## src/rtl/thread_loader.sv

```systemverilog
// Thread loader: receives a program and register file over a stream, steps
// an external execution stage through the program, then streams the
// resulting registers back out.
package my_pkg;
    localparam int CODE_DEPTH = 16;
    localparam int NUM_REGS   = 16;
    localparam int DATA_W     = 32;

    typedef enum logic [1:0] {OP_ADD = 2'd0, OP_SUB = 2'd1, OP_DIV = 2'd2, OP_MUL = 2'd3} opcode_t;

    typedef struct packed {
        opcode_t    opcode;
        logic [3:0] dest;
        logic [3:0] operand1;
        logic [3:0] operand2;
    } instr_t;

    typedef struct packed {
        instr_t [CODE_DEPTH-1:0]              code;
        logic   [NUM_REGS-1:0][DATA_W-1:0]    data;
    } thread_type;
endpackage

module thread_loader #(
    parameter int CODE_DEPTH = my_pkg::CODE_DEPTH,
    parameter int NUM_REGS   = my_pkg::NUM_REGS,
    parameter int DATA_W     = my_pkg::DATA_W
) (
    input  logic                clk,
    input  logic                rst,
    thread_loader_if.slave      bus,
    output my_pkg::thread_type  exe_thread,
    output logic [7:0]          exe_instr,
    input  my_pkg::thread_type  exe_result,
    input  logic [7:0]          exe_instr_post,
    output logic                busy,
    output logic                err
);
    localparam int CW = $clog2(CODE_DEPTH);
    localparam int RW = $clog2(NUM_REGS);
    localparam logic [RW-1:0] K_LAST   = RW'(NUM_REGS - 1);
    localparam logic [7:0]    IDX_LAST = 8'(NUM_REGS - 1);

    // HDR is the discard state: an unusable frame is swallowed up to in_last.
    typedef enum logic [2:0] {IDLE, HDR, CODE, DATA, ISSUE, CAPT, DRAIN} state_t;

    state_t             state, state_nxt;
    logic               err_nxt;
    logic [7:0]         len;
    logic [7:0]         idx;
    logic [7:0]         pc;
    logic [RW-1:0]      k;
    my_pkg::thread_type thread;
    logic               in_xfer, out_xfer;
    logic [7:0]         hdr_len;
    logic [DATA_W-1:0]  drain_word;

    function automatic my_pkg::instr_t decode(input logic [DATA_W-1:0] w);
        my_pkg::instr_t ins;
        ins.opcode   = my_pkg::opcode_t'(w[1:0]);
        ins.dest     = w[7:4];
        ins.operand1 = w[11:8];
        ins.operand2 = w[15:12];
        return ins;
    endfunction

    assign hdr_len       = bus.in_data[15:8];
    assign bus.in_ready  = !rst && (state inside {IDLE, HDR, CODE, DATA});
    assign bus.out_valid = !rst && (state == DRAIN);
    assign drain_word    = thread.data[k];
    assign bus.out_data  = drain_word;
    assign bus.out_last  = bus.out_valid && (k == K_LAST);
    assign busy          = !rst && (state != IDLE);
    assign in_xfer       = bus.in_valid && bus.in_ready;
    assign out_xfer      = bus.out_valid && bus.out_ready;
    assign exe_thread    = thread;
    assign exe_instr     = pc;

    // State and sticky error registers.
    always_ff @(posedge clk) begin
        if (rst) begin
            state <= IDLE;
            err   <= 1'b0;
        end else begin
            state <= state_nxt;
            err   <= err_nxt;
        end
    end

    // Next-state and framing-error decision.
    always_comb begin
        state_nxt = state;
        err_nxt   = err;
        case (state)
            IDLE: begin
                if (in_xfer) begin
                    err_nxt = (hdr_len > 8'(CODE_DEPTH)) || bus.in_last;
                    if (bus.in_last)                     state_nxt = IDLE;
                    else if (hdr_len > 8'(CODE_DEPTH))   state_nxt = HDR;
                    else if (hdr_len != 8'd0)            state_nxt = CODE;
                    else                                 state_nxt = DATA;
                end
            end
            HDR: begin
                if (in_xfer && bus.in_last) state_nxt = IDLE;
            end
            CODE: begin
                if (in_xfer) begin
                    if (bus.in_last) begin
                        err_nxt   = 1'b1;
                        state_nxt = IDLE;
                    end else if (idx == len - 8'd1) begin
                        state_nxt = DATA;
                    end
                end
            end
            DATA: begin
                if (in_xfer) begin
                    if (idx == IDX_LAST) begin
                        if (bus.in_last) begin
                            state_nxt = (len != 8'd0) ? ISSUE : DRAIN;
                        end else begin
                            err_nxt   = 1'b1;
                            state_nxt = HDR;
                        end
                    end else if (bus.in_last) begin
                        err_nxt   = 1'b1;
                        state_nxt = IDLE;
                    end
                end
            end
            ISSUE: state_nxt = CAPT;
            CAPT:  state_nxt = (exe_instr_post == len) ? DRAIN : ISSUE;
            DRAIN: begin
                if (out_xfer && (k == K_LAST)) state_nxt = IDLE;
            end
            default: state_nxt = IDLE;
        endcase
    end

    // Thread register, program counter and stream indices.
    always_ff @(posedge clk) begin
        if (rst) begin
            thread <= '0;
            pc     <= 8'd0;
            k      <= '0;
            idx    <= 8'd0;
            len    <= 8'd0;
        end else begin
            case (state)
                IDLE: begin
                    if (in_xfer) begin
                        len <= hdr_len;
                        idx <= 8'd0;
                    end
                end
                CODE: begin
                    if (in_xfer) begin
                        thread.code[idx[CW-1:0]] <= decode(bus.in_data);
                        idx <= (idx == len - 8'd1) ? 8'd0 : idx + 8'd1;
                    end
                end
                DATA: begin
                    if (in_xfer) begin
                        thread.data[idx[RW-1:0]] <= bus.in_data;
                        idx <= idx + 8'd1;
                        if (idx == IDX_LAST) pc <= 8'd0;
                    end
                end
                CAPT: begin
                    thread <= exe_result;
                    pc     <= exe_instr_post;
                end
                DRAIN: begin
                    if (out_xfer) k <= (k == K_LAST) ? '0 : k + 1'b1;
                end
                default: ;
            endcase
        end
    end
endmodule

```

## src/rtl/thread_loader_if.sv

```systemverilog
// Load and result streams of the thread loader, both valid-ready handshakes.
interface thread_loader_if #(
    parameter int DATA_W = 32
);
    logic              in_valid;
    logic              in_ready;
    logic [DATA_W-1:0] in_data;
    logic              in_last;
    logic              out_valid;
    logic              out_ready;
    logic [DATA_W-1:0] out_data;
    logic              out_last;

    // Producer of the load stream and consumer of the result stream.
    modport master (
        output in_valid, in_data, in_last, out_ready,
        input  in_ready, out_valid, out_data, out_last
    );

    // The thread loader itself.
    modport slave (
        input  in_valid, in_data, in_last, out_ready,
        output in_ready, out_valid, out_data, out_last
    );
endinterface

```

## src/flat_wrapper.sv

```systemverilog
// flat-port wrapper written by rule: the top's interface ports become plain ports
module thread_loader_flat 
#(
    parameter int CODE_DEPTH = my_pkg::CODE_DEPTH,
    parameter int NUM_REGS   = my_pkg::NUM_REGS,
    parameter int DATA_W     = my_pkg::DATA_W
)
  (clk, rst, exe_thread, exe_instr, exe_result, exe_instr_post, busy, err, bus_in_valid, bus_in_data, bus_in_last, bus_out_ready, bus_in_ready, bus_out_valid, bus_out_data, bus_out_last);
  thread_loader_if #(.DATA_W(DATA_W)) bus_i ();
  input  logic clk;
  input  logic rst;
  output my_pkg::thread_type exe_thread;
  output logic [7:0] exe_instr;
  input  my_pkg::thread_type exe_result;
  input  logic [7:0] exe_instr_post;
  output logic busy;
  output logic err;
  input wire logic [$bits(bus_i.in_valid)-1:0] bus_in_valid;
  input wire logic [$bits(bus_i.in_data)-1:0] bus_in_data;
  input wire logic [$bits(bus_i.in_last)-1:0] bus_in_last;
  input wire logic [$bits(bus_i.out_ready)-1:0] bus_out_ready;
  output wire logic [$bits(bus_i.in_ready)-1:0] bus_in_ready;
  output wire logic [$bits(bus_i.out_valid)-1:0] bus_out_valid;
  output wire logic [$bits(bus_i.out_data)-1:0] bus_out_data;
  output wire logic [$bits(bus_i.out_last)-1:0] bus_out_last;
  assign bus_i.in_valid = bus_in_valid;
  assign bus_i.in_data = bus_in_data;
  assign bus_i.in_last = bus_in_last;
  assign bus_i.out_ready = bus_out_ready;
  assign bus_in_ready = bus_i.in_ready;
  assign bus_out_valid = bus_i.out_valid;
  assign bus_out_data = bus_i.out_data;
  assign bus_out_last = bus_i.out_last;
  thread_loader #(.CODE_DEPTH(CODE_DEPTH), .NUM_REGS(NUM_REGS), .DATA_W(DATA_W)) u_core (.clk(clk), .rst(rst), .bus(bus_i), .exe_thread(exe_thread), .exe_instr(exe_instr), .exe_result(exe_result), .exe_instr_post(exe_instr_post), .busy(busy), .err(err));
endmodule
```

## config.mk

```make
export PLATFORM = sky130hd
export DESIGN_NAME = thread_loader_flat
export DESIGN_NICKNAME = d
export VERILOG_FILES = /design/src/rtl/thread_loader.sv /design/src/rtl/thread_loader_if.sv /design/src/flat_wrapper.sv
export SDC_FILE = /design/constraint.sdc
export NUM_CORES = 2
export LEC_CHECK = 0
export CAP_MARGIN = 30
export CORE_AREA = 2 2 612 614
export CTS_CLUSTER_DIAMETER = 40
export CTS_CLUSTER_SIZE = 10
export DETAILED_ROUTE_END_ITERATION = 10
export DIE_AREA = 0 0 614 616
export SLEW_MARGIN = 40
export SYNTH_ARGS = -nofsm -noshare
export SYNTH_HDL_FRONTEND = slang
export SYNTH_SLANG_ARGS = --single-unit
```

## constraint.sdc

```tcl
create_clock -name clk -period 2.6 [get_ports clk]
set_input_delay 0.52 -clock clk [delete_from_list [all_inputs] [get_ports clk]]
set_output_delay 0.52 -clock clk [all_outputs]
set_load 0.01 [all_outputs]
```

## Word level (Yosys, flattened, before mapping)

Index checks and enable logic that the tools add are counted.

| operators by class | value |
|---|---|
| eq/ne operators | 19 |
| $add $sub $neg | 3 |
| $lt $le $gt $ge | 4 |
| muxes and demuxes | 44 |
| reduce and logical (&&, ||, !) cells | 27 |

Operator list:

| operator | number |
|---|---|
| $pmux 512 s2 | 1 |
| $bwmux 512 | 1 |
| $mux 512 | 1 |
| $pmux 224 s2 | 1 |
| $bwmux 224 | 1 |
| $mux 224 | 1 |
| $bmux 32 s4 | 1 |
| $demux 32 s4 | 1 |
| $mux 32 | 2 |
| $demux 14 s4 | 1 |
| $mux 8 | 6 |
| $mux 3 | 12 |
| $pmux 8 s3 | 1 |
| $pmux 3 s7 | 1 |
| $eq 8x8->1 | 2 |
| $pmux 8 s2 | 1 |
| $reduce_bool 8->1 | 2 |
| $mux 14 | 1 |
| $lt 4x5->1 const B | 2 |
| $eq 3x3->1 const B | 3 |
| $logic_and 1x1->1 | 9 |
| $ne 3x3->1 const B | 3 |
| $add 8x1->8 const B | 1 |
| $eq 8x4->1 const B | 1 |
| 24 further kinds | 41 |

| word-level totals | value |
|---|---|
| input bits | 781 |
| output and inout port bits | 781 |
| word-level logic and storage cells | 183 |
| register bits after elaboration | 768 |

## Logic depth before layout (Yosys ltp)

| logic depth | value |
|---|---|
| depth in word-level cells | 7 |
| gate-level depth with buffers | 10 |
| gate-level depth less buffers | 7 |

## Worst setup path after synthesis

Ideal clock, no wire load.

| timing path | value |
|---|---|
| path type | register to output |
| from | reg u_core.k[0] |
| to | out bus_out_data[0] |
| stages on the path, launching flop included | 6 |
| required time | 2.080 ns |
| data arrival time | 2.150 ns |
| path buffers | 3 |
| slack | -0.070 ns |
| path through | dfxtp_1 clkbuf_1 clkbuf_1 buf_2 mux4_2 mux4_2 |

| between the ends | value |
|---|---|
| cells in the longest elaborated chain, start to end | 2 |

RTL lines:

| what | RTL line | source |
|---|---|---|
| start, declared | thread_loader.sv:52 | `logic [RW-1:0] k;` |
| start signal, assigned | thread_loader.sv:175 | `if (out_xfer) k <= (k == K_LAST) ? '0 : k + 1'b1;` |
| $bmux 32 s4 | thread_loader.sv:70 | `assign drain_word = thread.data[k];` |
| $mux 32 (implied by the code) | thread_loader.sv:70 |  |
| end, declared | flat_wrapper.sv:24 | `output wire logic [$bits(bus_i.out_data)-1:0] bus_out_data;` |

Every way passes these cells. The select of a mux whose other input is x is not followed.

## Final worst setup path

| timing path | value |
|---|---|
| from | reg u_core.k[0] |
| to | out bus_out_data[12] |

The elaborated chain is that of the path after synthesis.

==> run summary <==
Counting I/O delays and the setup requirement, the final critical path takes 3.614 ns. The gate count of the mapped netlist came out at 3950. On the critical path, the stage with the largest delay is an instance of mux4_2.

The worst slew slack as a fraction of its limit came out at 0.3886. The number of distinct library cells after synthesis came out at 65. The tool flagged a number of max-cap violations equal to 0. Once routing completed, OpenROAD measured the worst setup slack at -1.014 ns. The number of H-tree levels is 4.

The number of warnings issued by yosys is 0. The maximum number of pins on one net before global-route repair came out at 162. The family with the most delay on the worst path is multiplexers.

The type of element launching the critical path is a flop. Synthesis inferred 768 register bits. The final reports fail on negative setup slack. The transition time of the tightest slew-check pin came out at 0.9171 ns. The critical path starts at u_core.k[0]. VDD sags by at most 0.0005928 V. The standard-cell row count is 224. The final-stage net count is 6584. The floorplan die width is 614 um. The cell that appears most often on the critical path is mux4_2.

The tree built by TritonCTS fans out to 768 sinks. The wire length of the first global-routing pass came out at 557.4 mm. The worst setup path is of the reg -> out kind. The cell taking the most area after synthesis is dfxtp_1. The number of primary I/O pins is 1562. The final number of hold-violating endpoints came out at 0. The largest incremental delay on the critical path came out at 0.72 ns. The average cell area after synthesis is 9.373 um^2. The clock tree from TritonCTS is yes. The later pin in the worst-skew pair is clocked with a latency of 0.91 ns. The maximum operating frequency came out at 0.2767 GHz. The post-synthesis cell area is 37020 um^2. The cell count after placement is 10510. Summing all non-filler instances in the final layout gives an area of 70910 um^2.

The global placement routability congestion is 0.9790. The largest driver fanout on the critical path is 10. In the final layout, the share of cells above drive strength 1 is 0.2358. The wire length reported by the detailed router is 459.6 mm. Detailed placement ended at an HPWL of 383.7 mm.

The die is 616 um tall. The data required time of the critical path came out at 2.08 ns. The number of buffers between clock root and the deepest sink is 4. The critical path crosses 5 cells after its start point.

The remaining routing DRC violations is 0. Across every metal layer, demand over resource in global routing totals 0.2327. The fraction of the core area covered by cells at the end of the flow is 0.1910. The count of flip-flops with a built-in enable after synthesis is 0.

The number of buffers and inverters on the critical path came out at 3. The number of violations reported at the end of detailed-routing iteration 0 is 6013. The endpoint of the most critical setup path is bus_out_data[12]. In this run the static leakage power is 24.58 nW. Global routing finished with a remaining overflow of 0.

After synthesis, the cell types taking the most area are dfxtp_1, a22oi_1, a211oi_1, mux4_2, nor2_1. Before CTS, the worst setup slack after placement is -0.6055 ns. The count of buffers added on input and output ports is 1561.

The commonest cells after synthesis are nor2_1, dfxtp_1, a22oi_1, a211oi_1, clkbuf_1. The average routed wire per standard cell came out at 41.55 um. The top cell type's share of synthesized area is 0.4153. The final-report max-slew violation count came out at 0. The root cell of the clock tree is clkbuf_16. The type of element capturing the critical path is a primary output.

The total power density per cell area came out at 599.0 nW/um^2. The CTS buffer count came out at 212. Synthesis produced a netlist with a net count of 4737. The register area share after synthesis is 0.4153.

The run finished, with violations left. Counting flops with an async set or reset pin after synthesis yields a share of 0. Clock-pin slew was measured on the worst setup and hold paths at 0.04 ns. Before antenna repair, the detailed router went through 6 iterations. Setup repair after global routing could not meet its margin everywhere. Setup violations remaining at the end of the flow were counted as 34.

The number of antenna-violating nets in the routed design is 0. The min-delay analysis places its worst path in the category in -> reg. The setup slack of the worst register-to-register path came out at -0.01 ns. The number of global-route vias before repair came out at 43950. Walking the worst path, the cells encountered are buf_12 -> buf_16 -> mux4_2 -> mux4_2 -> buf_6.

The starting density of the core came out at 0.09970. Of the available clock period, the critical path in the final layout requires 1.390. The number of antenna violations at the first check in global routing is 242.

The per-cell via count in the routed design is 4.231. The number of cells traversed by the worst register-to-register path is 8. The die covers 378200 um^2. The most used flip-flop cell after synthesis is dfxtp_1. The beginning of the worst register-to-register path is u_core.idx[0]. Once placement finished, the instance area stood at 62540 um^2.

The capture point of the worst reg-to-reg path is u_core.exe_thread[348]. Detailed routing inserted a total of 46810 vias. The number of standard cells in the layout, taps in and fillers out is 11060.

The relative area change from synthesis to final layout is 91.53%. For the worst setup path, the data arrival time is 3.09 ns. nor2_1 is the most common cell in the netlist. The worst clock skew on the final layout came out at 0.1036 ns.

The core region area came out at 371400 um^2.
## worst reg2reg max path, cell delays in order, from the launching register on
cell and delay [ns]:
dfxtp_1 0.39, inv_1 0.14, ha_2 0.51, a21oi_1 0.27, nor2_4 0.16, buf_12 0.20
buf_4 0.23, nor2_1 0.04, a211oi_1 0.51
## state kept, by name (all words and copies together), names as in the netlist
name and cells:
u_core.exe_instr 8, u_core.err 1, u_core.state 3, u_core.k 4
u_core.exe_thread 736, u_core.idx 8, u_core.len 8
## cells in the final DEF, fill, tap and decap left out, drive strengths merged, types with 12 or more instances in the layout
cell type / n
o22ai: 46
bufinv: 25
clkinvlp: 29
buf: 726
clkbuf: 276
clkinv: 54
a22oi: 698
diode: 111
mux4: 160
a22o: 210
nor2: 781
xnor2: 14
and3: 18
a21oi: 25
a211oi: 533
inv: 33
nand2: 14
dfxtp: 768
clkdlybuf4s50: 1142
nand3: 12
dlygate4sd2: 280
## per-layer routing
metal / vias to the layer above / track usage / routed length, um
met3: 926 / 0.09729 / 52730
met5: - / 0 / 735
met2: 3318 / 0.3730 / 210900
met1: 23260 / 0.2608 / 168800
met4: 114 / 0.1244 / 26380
li1: 19190 / - / -
## kinds of logic after synthesis
| family | share of synthesized area |
|---|---|
| and+or+nand+nor | 0.09713 |
| xor gates and xnor gates | 0.005441 |
| AOI/OAI and AO/OA | 0.3186 |
| buffers and inverters | 0.06205 |
| DFF | 0.4153 |
| adders and majority gates | 0.002028 |
| muxes | 0.09949 |
## metrics by stage
step           hold WS, ns  setup TNS [ns]  power (mW)
2_1_floorplan       0.5177               0       12.63
3_3_place_gp        0.4808          -21.94       14.84
3_5_place_dp        0.4865          -24.70       14.84
4_1_cts            0.02920          -33.85       42.83
5_1_grt            0.05637          -33.02       43.43
6_report            0.1003          -30.75       42.47
## report_power, final
part / internal, mW / switching [mW]
clock: 18.4 / 9.41
combinational: 1.33 / 1.48
sequential: 11.8 / 0.0243
## worst min-delay path by stage
| stage | end | start | slack (ns) | cells after the start |
|---|---|---|---|---|
| floorplan | u_core.err | u_core.err | 0.52 | 2 |
| global placement | u_core.exe_instr[4] | u_core.exe_instr[4] | 0.48 | 2 |
| detailed placement | u_core.exe_instr[2] | u_core.exe_instr[2] | 0.49 | 2 |
| CTS | u_core.state[0] | rst | 0.03 | 3 |
| global route | u_core.state[0] | rst | 0.06 | 3 |
| finish | u_core.state[0] | rst | 0.10 | 3 |
## area by class of cell
class / instances / area (um^2)
diodes: 111 / 277.8
clock buffers: 267 / 5843
clock inverters: 129 / 1640
fillers: 40980 / 300400
inverters: 12 / 45.04
multi-input cells: 2630 / 19590
flip-flops and latches: 768 / 15500
well taps: 4972 / 6221
repair buffers: 2173 / 21790
## timing repair
item / 4_1_cts / 5_1_grt
hold buffers: 2 / 0
setup endpoints to repair: 402 / 61
pin swaps: 1 / 0
gates resized for setup: 575 / 39
endpoints found under the hold margin: 2 / 0
setup buffers: 24 / 14
gates cloned: 5 / 2
(Power assumes the default switching activity.)
